**config.mk**
```make
export PLATFORM = sky130hd
export DESIGN_NAME = cflog_writer
export DESIGN_NICKNAME = d
export VERILOG_FILES = /design/src/rtl/cflog_pkg.sv /design/src/rtl/cflog_fifo.sv /design/src/rtl/cflog_writer.sv
export SDC_FILE = /design/constraint.sdc
export NUM_CORES = 1
export LEC_CHECK = 0
export BUFFER_PORTS_ARGS = -buffer_cell sky130_fd_sc_hd__buf_2
export CAP_MARGIN = 20
export CORE_UTILIZATION = 55
export CTS_BUF_LIST = sky130_fd_sc_hd__clkbuf_4 sky130_fd_sc_hd__clkbuf_8
export DETAILED_ROUTE_END_ITERATION = 12
export GPL_TIMING_DRIVEN = 0
export PLACE_DENSITY = 0.75
export SETUP_SLACK_MARGIN = 0.15
export SLEW_MARGIN = 40
export SYNTH_ARGS = -nofsm -noshare
export SYNTH_HDL_FRONTEND = slang
export SYNTH_SLANG_ARGS = --single-unit
```
**constraint.sdc**
```tcl
create_clock -name clk -period 5.2 [get_ports clk]
set_input_delay 1.04 -clock clk [delete_from_list [all_inputs] [get_ports clk]]
set_output_delay 1.04 -clock clk [all_outputs]
set_load 0.01 [all_outputs]
```
**src/rtl/cflog_pkg.sv**
```systemverilog
`default_nettype none
// ----------------------------------------------------------------------------
// cflog_pkg : shared types and helpers for the control-flow log writer
// Rev 1.0
// ----------------------------------------------------------------------------
package cflog_pkg;

  localparam logic [15:0] LOG_SIZE_DEFAULT = 16'h0400;
  localparam int          ENTRY_W          = 48;

  typedef enum logic [1:0] {
    ST_IDLE    = 2'd0,
    ST_WR_SRC  = 2'd1,
    ST_WR_DEST = 2'd2
  } state_e;

  typedef struct packed {
    logic [15:0] ptr;
    logic [15:0] src;
    logic [15:0] dest;
  } entry_t;

  // Byte address of a 16-bit log slot; shifting by one drops bit 15 of the index.
  function automatic logic [15:0] slot_addr(input logic [15:0] base,
                                            input logic [15:0] word_idx);
    logic [15:0] byte_off;
    byte_off  = word_idx << 1;
    slot_addr = base + byte_off;
  endfunction

endpackage
`default_nettype wire

```
**src/rtl/cflog_fifo.sv**
```systemverilog
`default_nettype none
// ----------------------------------------------------------------------------
// cflog_fifo : synchronous FIFO with registered storage, full/empty/count
// Rev 1.0
// ----------------------------------------------------------------------------
module cflog_fifo #(
  parameter int DEPTH = 4,
  parameter int W     = 48
) (
  input  logic                         clk_i,
  input  logic                         rst_i,
  input  logic                         clr_i,
  input  logic                         push_i,
  input  logic                         pop_i,
  input  logic [W-1:0]                 din_i,
  output logic [W-1:0]                 dout_o,
  output logic                         full_o,
  output logic                         empty_o,
  output logic [$clog2(DEPTH+1)-1:0]   count_o
);

  localparam int AW = (DEPTH > 1) ? $clog2(DEPTH) : 1;
  localparam int CW = $clog2(DEPTH + 1);
  localparam logic [AW-1:0] LAST_IDX = AW'(DEPTH - 1);
  localparam logic [CW-1:0] FULL_CNT = CW'(DEPTH);

  logic [W-1:0]  mem_q [DEPTH];
  logic [AW-1:0] wr_ptr_q, wr_ptr_d;
  logic [AW-1:0] rd_ptr_q, rd_ptr_d;
  logic [CW-1:0] count_q, count_d;
  logic          do_push, do_pop;

  assign full_o  = (count_q == FULL_CNT);
  assign empty_o = (count_q == '0);
  assign count_o = count_q;
  assign dout_o  = mem_q[rd_ptr_q];

  // A push into a full FIFO is refused even if a pop happens in the same cycle.
  assign do_push = push_i && !full_o;
  assign do_pop  = pop_i && !empty_o;

  always_comb begin
    wr_ptr_d = wr_ptr_q;
    rd_ptr_d = rd_ptr_q;
    count_d  = count_q;
    if (do_push) begin
      wr_ptr_d = (wr_ptr_q == LAST_IDX) ? '0 : wr_ptr_q + 1'b1;
    end
    if (do_pop) begin
      rd_ptr_d = (rd_ptr_q == LAST_IDX) ? '0 : rd_ptr_q + 1'b1;
    end
    case ({do_push, do_pop})
      2'b10:   count_d = count_q + 1'b1;
      2'b01:   count_d = count_q - 1'b1;
      default: count_d = count_q;
    endcase
    if (clr_i) begin
      wr_ptr_d = '0;
      rd_ptr_d = '0;
      count_d  = '0;
    end
  end

  always_ff @(posedge clk_i) begin
    if (rst_i) begin
      wr_ptr_q <= '0;
      rd_ptr_q <= '0;
      count_q  <= '0;
    end else begin
      wr_ptr_q <= wr_ptr_d;
      rd_ptr_q <= rd_ptr_d;
      count_q  <= count_d;
    end
  end

  always_ff @(posedge clk_i) begin
    if (do_push && !clr_i) begin
      mem_q[wr_ptr_q] <= din_i;
    end
  end

endmodule
`default_nettype wire

```
**src/rtl/cflog_writer.sv**
```systemverilog
`default_nettype none
// ----------------------------------------------------------------------------
// cflog_writer : queues control-flow entries and writes them as two log words.
// Optional build macro CFLOG_DEDUP_EN drops repeats of the last accepted entry.
// Rev 1.0
// ----------------------------------------------------------------------------
module cflog_writer
  import cflog_pkg::*;
#(
  parameter logic [15:0] LOG_SIZE   = LOG_SIZE_DEFAULT,
  parameter logic [15:0] LOG_BASE   = 16'h0000,
  parameter int          FIFO_DEPTH = 4
) (
  input  logic        clk,
  input  logic        puc,
  input  logic        cflow_hw_wen,
  input  logic [15:0] cflow_log_ptr,
  input  logic [15:0] cflow_src,
  input  logic [15:0] cflow_dest,
  input  logic        flush,
  input  logic        cpu_mem_req,
  output logic        log_we,
  output logic [15:0] log_addr,
  output logic [15:0] log_wdata,
  output logic        fifo_full,
  output logic        overflow,
  output logic        busy,
  output logic [7:0]  drop_cnt
);

  localparam int          CW      = $clog2(FIFO_DEPTH + 1);
  localparam logic [15:0] PTR_MAX = LOG_SIZE - 16'd2;

  state_e             state_q;
  entry_t             hold_q;
  entry_t             in_entry;
  entry_t             head_entry;
  logic [ENTRY_W-1:0] fifo_dout;
  logic [CW-1:0]      fifo_count;
  logic               fifo_empty;
  logic               fifo_push;
  logic               fifo_pop;
  logic               overflow_q;
  logic               in_bounds;
  logic               is_dup;
  logic               accept;
  logic               lost;
  logic               drain;

  assign in_bounds  = (cflow_log_ptr <= PTR_MAX);
  assign in_entry   = '{ptr: cflow_log_ptr, src: cflow_src, dest: cflow_dest};
  assign head_entry = entry_t'(fifo_dout);

  assign accept    = cflow_hw_wen && !flush && in_bounds && !is_dup;
  assign fifo_push = accept && !fifo_full;
  assign lost      = (cflow_hw_wen && !flush && !in_bounds) || (accept && fifo_full);

  // The FSM takes a new entry from IDLE, or straight after the dest word lands.
  assign drain    = (state_q == ST_IDLE) || ((state_q == ST_WR_DEST) && !cpu_mem_req);
  assign fifo_pop = drain && !fifo_empty && !flush;

  cflog_fifo #(
    .DEPTH (FIFO_DEPTH),
    .W     (ENTRY_W)
  ) u_fifo (
    .clk_i   (clk),
    .rst_i   (puc),
    .clr_i   (flush),
    .push_i  (fifo_push),
    .pop_i   (fifo_pop),
    .din_i   (in_entry),
    .dout_o  (fifo_dout),
    .full_o  (fifo_full),
    .empty_o (fifo_empty),
    .count_o (fifo_count)
  );

`ifdef CFLOG_DEDUP_EN
  logic        last_vld_q;
  logic [15:0] last_src_q;
  logic [15:0] last_dest_q;
  logic [7:0]  drop_cnt_q, drop_cnt_d;

  assign is_dup = last_vld_q && (cflow_src == last_src_q) && (cflow_dest == last_dest_q);

  always_comb begin
    drop_cnt_d = drop_cnt_q;
    if (cflow_hw_wen && !flush && in_bounds && is_dup && (drop_cnt_q != 8'hFF)) begin
      drop_cnt_d = drop_cnt_q + 8'd1;
    end
  end

  always_ff @(posedge clk) begin
    if (puc) begin
      last_vld_q  <= 1'b0;
      last_src_q  <= '0;
      last_dest_q <= '0;
      drop_cnt_q  <= '0;
    end else begin
      drop_cnt_q <= drop_cnt_d;
      if (flush) begin
        last_vld_q <= 1'b0;
      end else if (fifo_push) begin
        last_vld_q  <= 1'b1;
        last_src_q  <= cflow_src;
        last_dest_q <= cflow_dest;
      end
    end
  end

  assign drop_cnt = drop_cnt_q;
`else
  assign is_dup   = 1'b0;
  assign drop_cnt = 8'h00;
`endif

  always_ff @(posedge clk) begin
    if (puc) begin
      state_q <= ST_IDLE;
      hold_q  <= '0;
    end else if (flush) begin
      state_q <= ST_IDLE;
    end else begin
      case (state_q)
        ST_IDLE: begin
          if (fifo_pop) begin
            hold_q  <= head_entry;
            state_q <= ST_WR_SRC;
          end
        end
        ST_WR_SRC: begin
          if (!cpu_mem_req) begin
            state_q <= ST_WR_DEST;
          end
        end
        ST_WR_DEST: begin
          if (!cpu_mem_req) begin
            if (fifo_pop) begin
              hold_q  <= head_entry;
              state_q <= ST_WR_SRC;
            end else begin
              state_q <= ST_IDLE;
            end
          end
        end
        default: state_q <= ST_IDLE;
      endcase
    end
  end

  always_ff @(posedge clk) begin
    if (puc || flush) begin
      overflow_q <= 1'b0;
    end else if (lost) begin
      overflow_q <= 1'b1;
    end
  end

  // Address and data stay valid through a CPU stall; only the strobe is withheld.
  always_comb begin
    log_we    = 1'b0;
    log_addr  = '0;
    log_wdata = '0;
    case (state_q)
      ST_WR_SRC: begin
        log_we    = 1'b1;
        log_addr  = slot_addr(LOG_BASE, hold_q.ptr);
        log_wdata = hold_q.src;
      end
      ST_WR_DEST: begin
        log_we    = 1'b1;
        log_addr  = slot_addr(LOG_BASE, hold_q.ptr + 16'd1);
        log_wdata = hold_q.dest;
      end
      default: begin
        log_we = 1'b0;
      end
    endcase
    if (cpu_mem_req || flush || puc) begin
      log_we = 1'b0;
    end
  end

  assign overflow = overflow_q;
  assign busy     = (fifo_count != '0) || (state_q != ST_IDLE);

endmodule
`default_nettype wire

```
==> results.sh <==
export IMPL_cp_start_kind="register"
export IMPL_regArea_um2=6830
export IMPL_slew_violations=0
export IMPL_cts_sinks=247
export IMPL_hpwl_mm=13.9
export IMPL_cts_root_buf="clkbuf_8"
export IMPL_vias_per_cell=5.83
export IMPL_critPathCaptureType="output pin"
export IMPL_rows=48
export IMPL_totalWireLength_mm=20.8
export IMPL_finalCritPeriodShare_pct=68.2
export IMPL_ir_drop_uv=268
export IMPL_path_max_fanout=10
export IMPL_p_per_area_nw_per_um2=332
export IMPL_yosysMostFrequentCell="edfxtp_1"
export IMPL_cts_tree="built"
export IMPL_holdPathStages=2
export IMPL_route_detailed_drc=0
export IMPL_fillCellCount=1239
export IMPL_rsz0062_at_grt="false"
export IMPL_async_flop_share_pct=0
export IMPL_holdCritStartpoint="hold_q[13]$_SDFFE_PP0P_"
export IMPL_tns_ns=0
export IMPL_synth_warning_count=0
export IMPL_whs_ns=0.459
export IMPL_path_class="register to output pin"
export IMPL_grt_util_all_layers_pct=23.5
export IMPL_grtUsageMet1_pct=30.8
export IMPL_r2r_slack_ns=2.59
export IMPL_p_leak_nw=3.93
export IMPL_synth_area_leaders="edfxtp_1 (57%), dfxtp_1 (12%), mux4_2 (11%)"
export IMPL_wire_per_inst_um=19.6
export IMPL_power_total_mw=3.88
export IMPL_synth_seq_area_share_pct=68.4
export IMPL_cap_violations=0
export IMPL_cts_hold_buf=0
export IMPL_synth_area_mux_share_pct=10.9
export IMPL_worstMarginPinSlew_ns=0.722
export IMPL_max_slew_margin_pct=51.9
export IMPL_clk_latency_ns=0.53
export IMPL_fp_coreArea_um2=17500
export IMPL_ys_types=52
export IMPL_multi_input_area_um2=2900
export IMPL_gr_total_overflow=0
export IMPL_io_buffers=87
export IMPL_period_needed_ns=3.55
export IMPL_area_growth_pct=16.9
export IMPL_drive_gt1_share_pct=30.3
export IMPL_cts_repair_resized=0
export IMPL_critPathMaxStageDelay_ns=0.39
export IMPL_status="finished clean"
export IMPL_synth_xor_area_share_pct=0.351
export IMPL_cts_inserted_buffers=40
export IMPL_synthCells=666
export IMPL_synth_top_cells_by_count="edfxtp_1 (188), nand2_1 (109), dfxtp_1 (59)"
export IMPL_die_w_um=137
export IMPL_ant_nets=0
export IMPL_yosys_register_bits=247
export IMPL_path_clk_slew_ns=0.06
export IMPL_grt_util_met3_pct=5.19
export IMPL_synth_top_family_by_area="multiplexers"
export IMPL_grt_antenna_before_repair=1
export IMPL_ioPinCount=97
export IMPL_first_global_vias=6152
export IMPL_crit_chain="inv_1 > ha_1 > nand2_1 > clkbuf_1 > nor3_1 > a21oi_1 > a31oi_1 > buf_2"
export IMPL_synthSimpleGateAreaFrac_pct=9.29
export IMPL_use_met2_pct=39.1
export IMPL_rr_worst_depth=11
export IMPL_htreeDepth=2
export IMPL_vias=6205
export IMPL_synth_compound_area_share_pct=6.34
export IMPL_top_usage_layer="met2"
export IMPL_place_congestion=0.837
export IMPL_critPathSlowestCell="ha_1"
export IMPL_fmax_mhz=282
export IMPL_hold_class="register to register"
export IMPL_finClkSkew_ns=0.0120
export IMPL_grt_max_degree=26
export IMPL_cp_arrival_ns=2.51
export IMPL_post_cts_buffers=0
export IMPL_synth_main_ff_cell="edfxtp_1"
export IMPL_synth_top_area_share_pct=56.6
export IMPL_cp_required_ns=4.16
export IMPL_die_y_um=137
export IMPL_nNetsFinal=872
export IMPL_start_util_pct=56.9
export IMPL_yosys_area_top_type="edfxtp_1"
export IMPL_initialDrtViolationCount=463
export IMPL_dr_pass1_iters=5
export IMPL_grt_pass1_wl_mm=32.5
export IMPL_r2r_start="state_q[0]$_SDFFE_PP0P_"
export IMPL_avgSynthCellArea_um2=15.0
export IMPL_synth_edff_count=188
export IMPL_whs_endpoint="hold_q[13]$_SDFFE_PP0P_"
export IMPL_syn_cell_area_um2=9980
export IMPL_r2r_end="u_fifo.count_o[2]$_SDFFE_PP0P_"
export IMPL_ctsLongestPathBuffers=3
export IMPL_finalSetupViolCount=0
export IMPL_synthAdderAreaFrac_pct=1.58
export IMPL_hold_viol=0
export IMPL_die_area_um2=18700
## worst max path at each step
stage	endpoint	from	depth (start not counted)
after floorplan	u_fifo.mem_q[0][0]$_DFFE_PP_	cflow_log_ptr[14]	3
after CTS	log_addr[14]	state_q[0]$_SDFFE_PP0P_	8
after detailed placement	u_fifo.count_o[2]$_SDFFE_PP0P_	cflow_log_ptr[9]	11
after global placement	u_fifo.mem_q[2][3]$_DFFE_PP_	cflow_log_ptr[14]	4
after global routing	log_addr[14]	state_q[1]$_SDFFE_PP0P_	8
final	log_addr[14]	state_q[1]$_SDFFE_PP0P_	8
## power by group
part / switching, mW / internal (mW) / leakage, nW
clock network: 0.713 / 0.978 / 0.439
registers: 0.000690 / 2.12 / 2.16
logic: 0.0407 / 0.0231 / 1.32
total: 0.754 / 3.12 / 3.93
## routing by layer
| metal | wire length (µm) | vias to the layer above |
|---|---|---|
| met3 | 1460 | 46 |
| met4 | 441 | 0 |
| met2 | 10400 | 263 |
| li1 | - | 2806 |
| met5 | 0 | - |
| met1 | 8530 | 3090 |
## layout by cell type (no fill, tap or decap), types with 5 or more instances in the layout
cell / n
inv_1: 8
clkbuf_4: 19
buf_4: 15
nor2_1: 9
buf_6: 5
clkbuf_1: 16
buf_2: 96
ha_1: 11
nand3_1: 7
a21oi_1: 58
edfxtp_1: 188
clkbuf_8: 45
o21ai_0: 20
nand2_1: 109
conb_1: 9
a22oi_1: 17
dfxtp_1: 59
mux4_2: 47
nor2b_1: 20
## through the flow
stage	instances	setup WS (ns)	util [%]	cell area (µm²)
2_1_floorplan	674	2.01	-	10000
3_3_place_gp	986	0.856	61.2	10700
3_5_place_dp	990	1.66	61.8	10800
4_1_cts	1063	1.66	66.5	11700
5_1_grt	1063	1.49	66.5	11700
6_report	1064	1.65	66.5	11700
## cells by family (layout without fill, tap and decap cells)
| kind of cell | count (synthesis) | in the layout |
|---|---|---|
| flip-flops | 247 | 247 |
| AND/OR/NAND/NOR | 188 | 188 |
| AO/OA/AOI/OAI | 110 | 110 |
| buffers and inverters | 54 | 218 |
| multiplexers | 50 | 50 |
| adder cells (fa/ha/maj) | 12 | 12 |
| XOR/XNOR | 4 | 4 |
| other | 1 | 10 |
## critical path: cells and delay by family, from the launching register on
| family | cells | cell delay, ns |
|---|---|---|
| AND/OR/NAND/NOR | 2 | 0.44 |
| buffers and inverters | 3 | 0.49 |
| adder cells (fa/ha/maj) | 1 | 0.39 |
| AO/OA/AOI/OAI | 2 | 0.28 |
| flip-flops | 1 | 0.38 |
## registers in the layout, summed over array words and instances, names as in the netlist, named ones only
| register | flops |
|---|---|
| state_q | 2 |
| u_fifo.count_o | 3 |
| u_fifo.wr_ptr_q | 2 |
| overflow | 1 |
| hold_q | 47 |
| u_fifo.rd_ptr_q | 2 |
| u_fifo.mem_q | 188 |
## layout make-up
| type | instances | area share (%) |
|---|---|---|
| sequential | 247 | 58.5 |
| timing repair buffer | 91 | 4.42 |
| antenna | 1 | 0.0214 |
| buffer | 46 | 2.39 |
| clock inverter | 9 | 0.600 |
| multi-input combinational | 373 | 24.9 |
| tap | 225 | 2.41 |
| inverter | 8 | 0.257 |
| clock buffer | 64 | 6.53 |
Power figures use the tool's default switching activity.
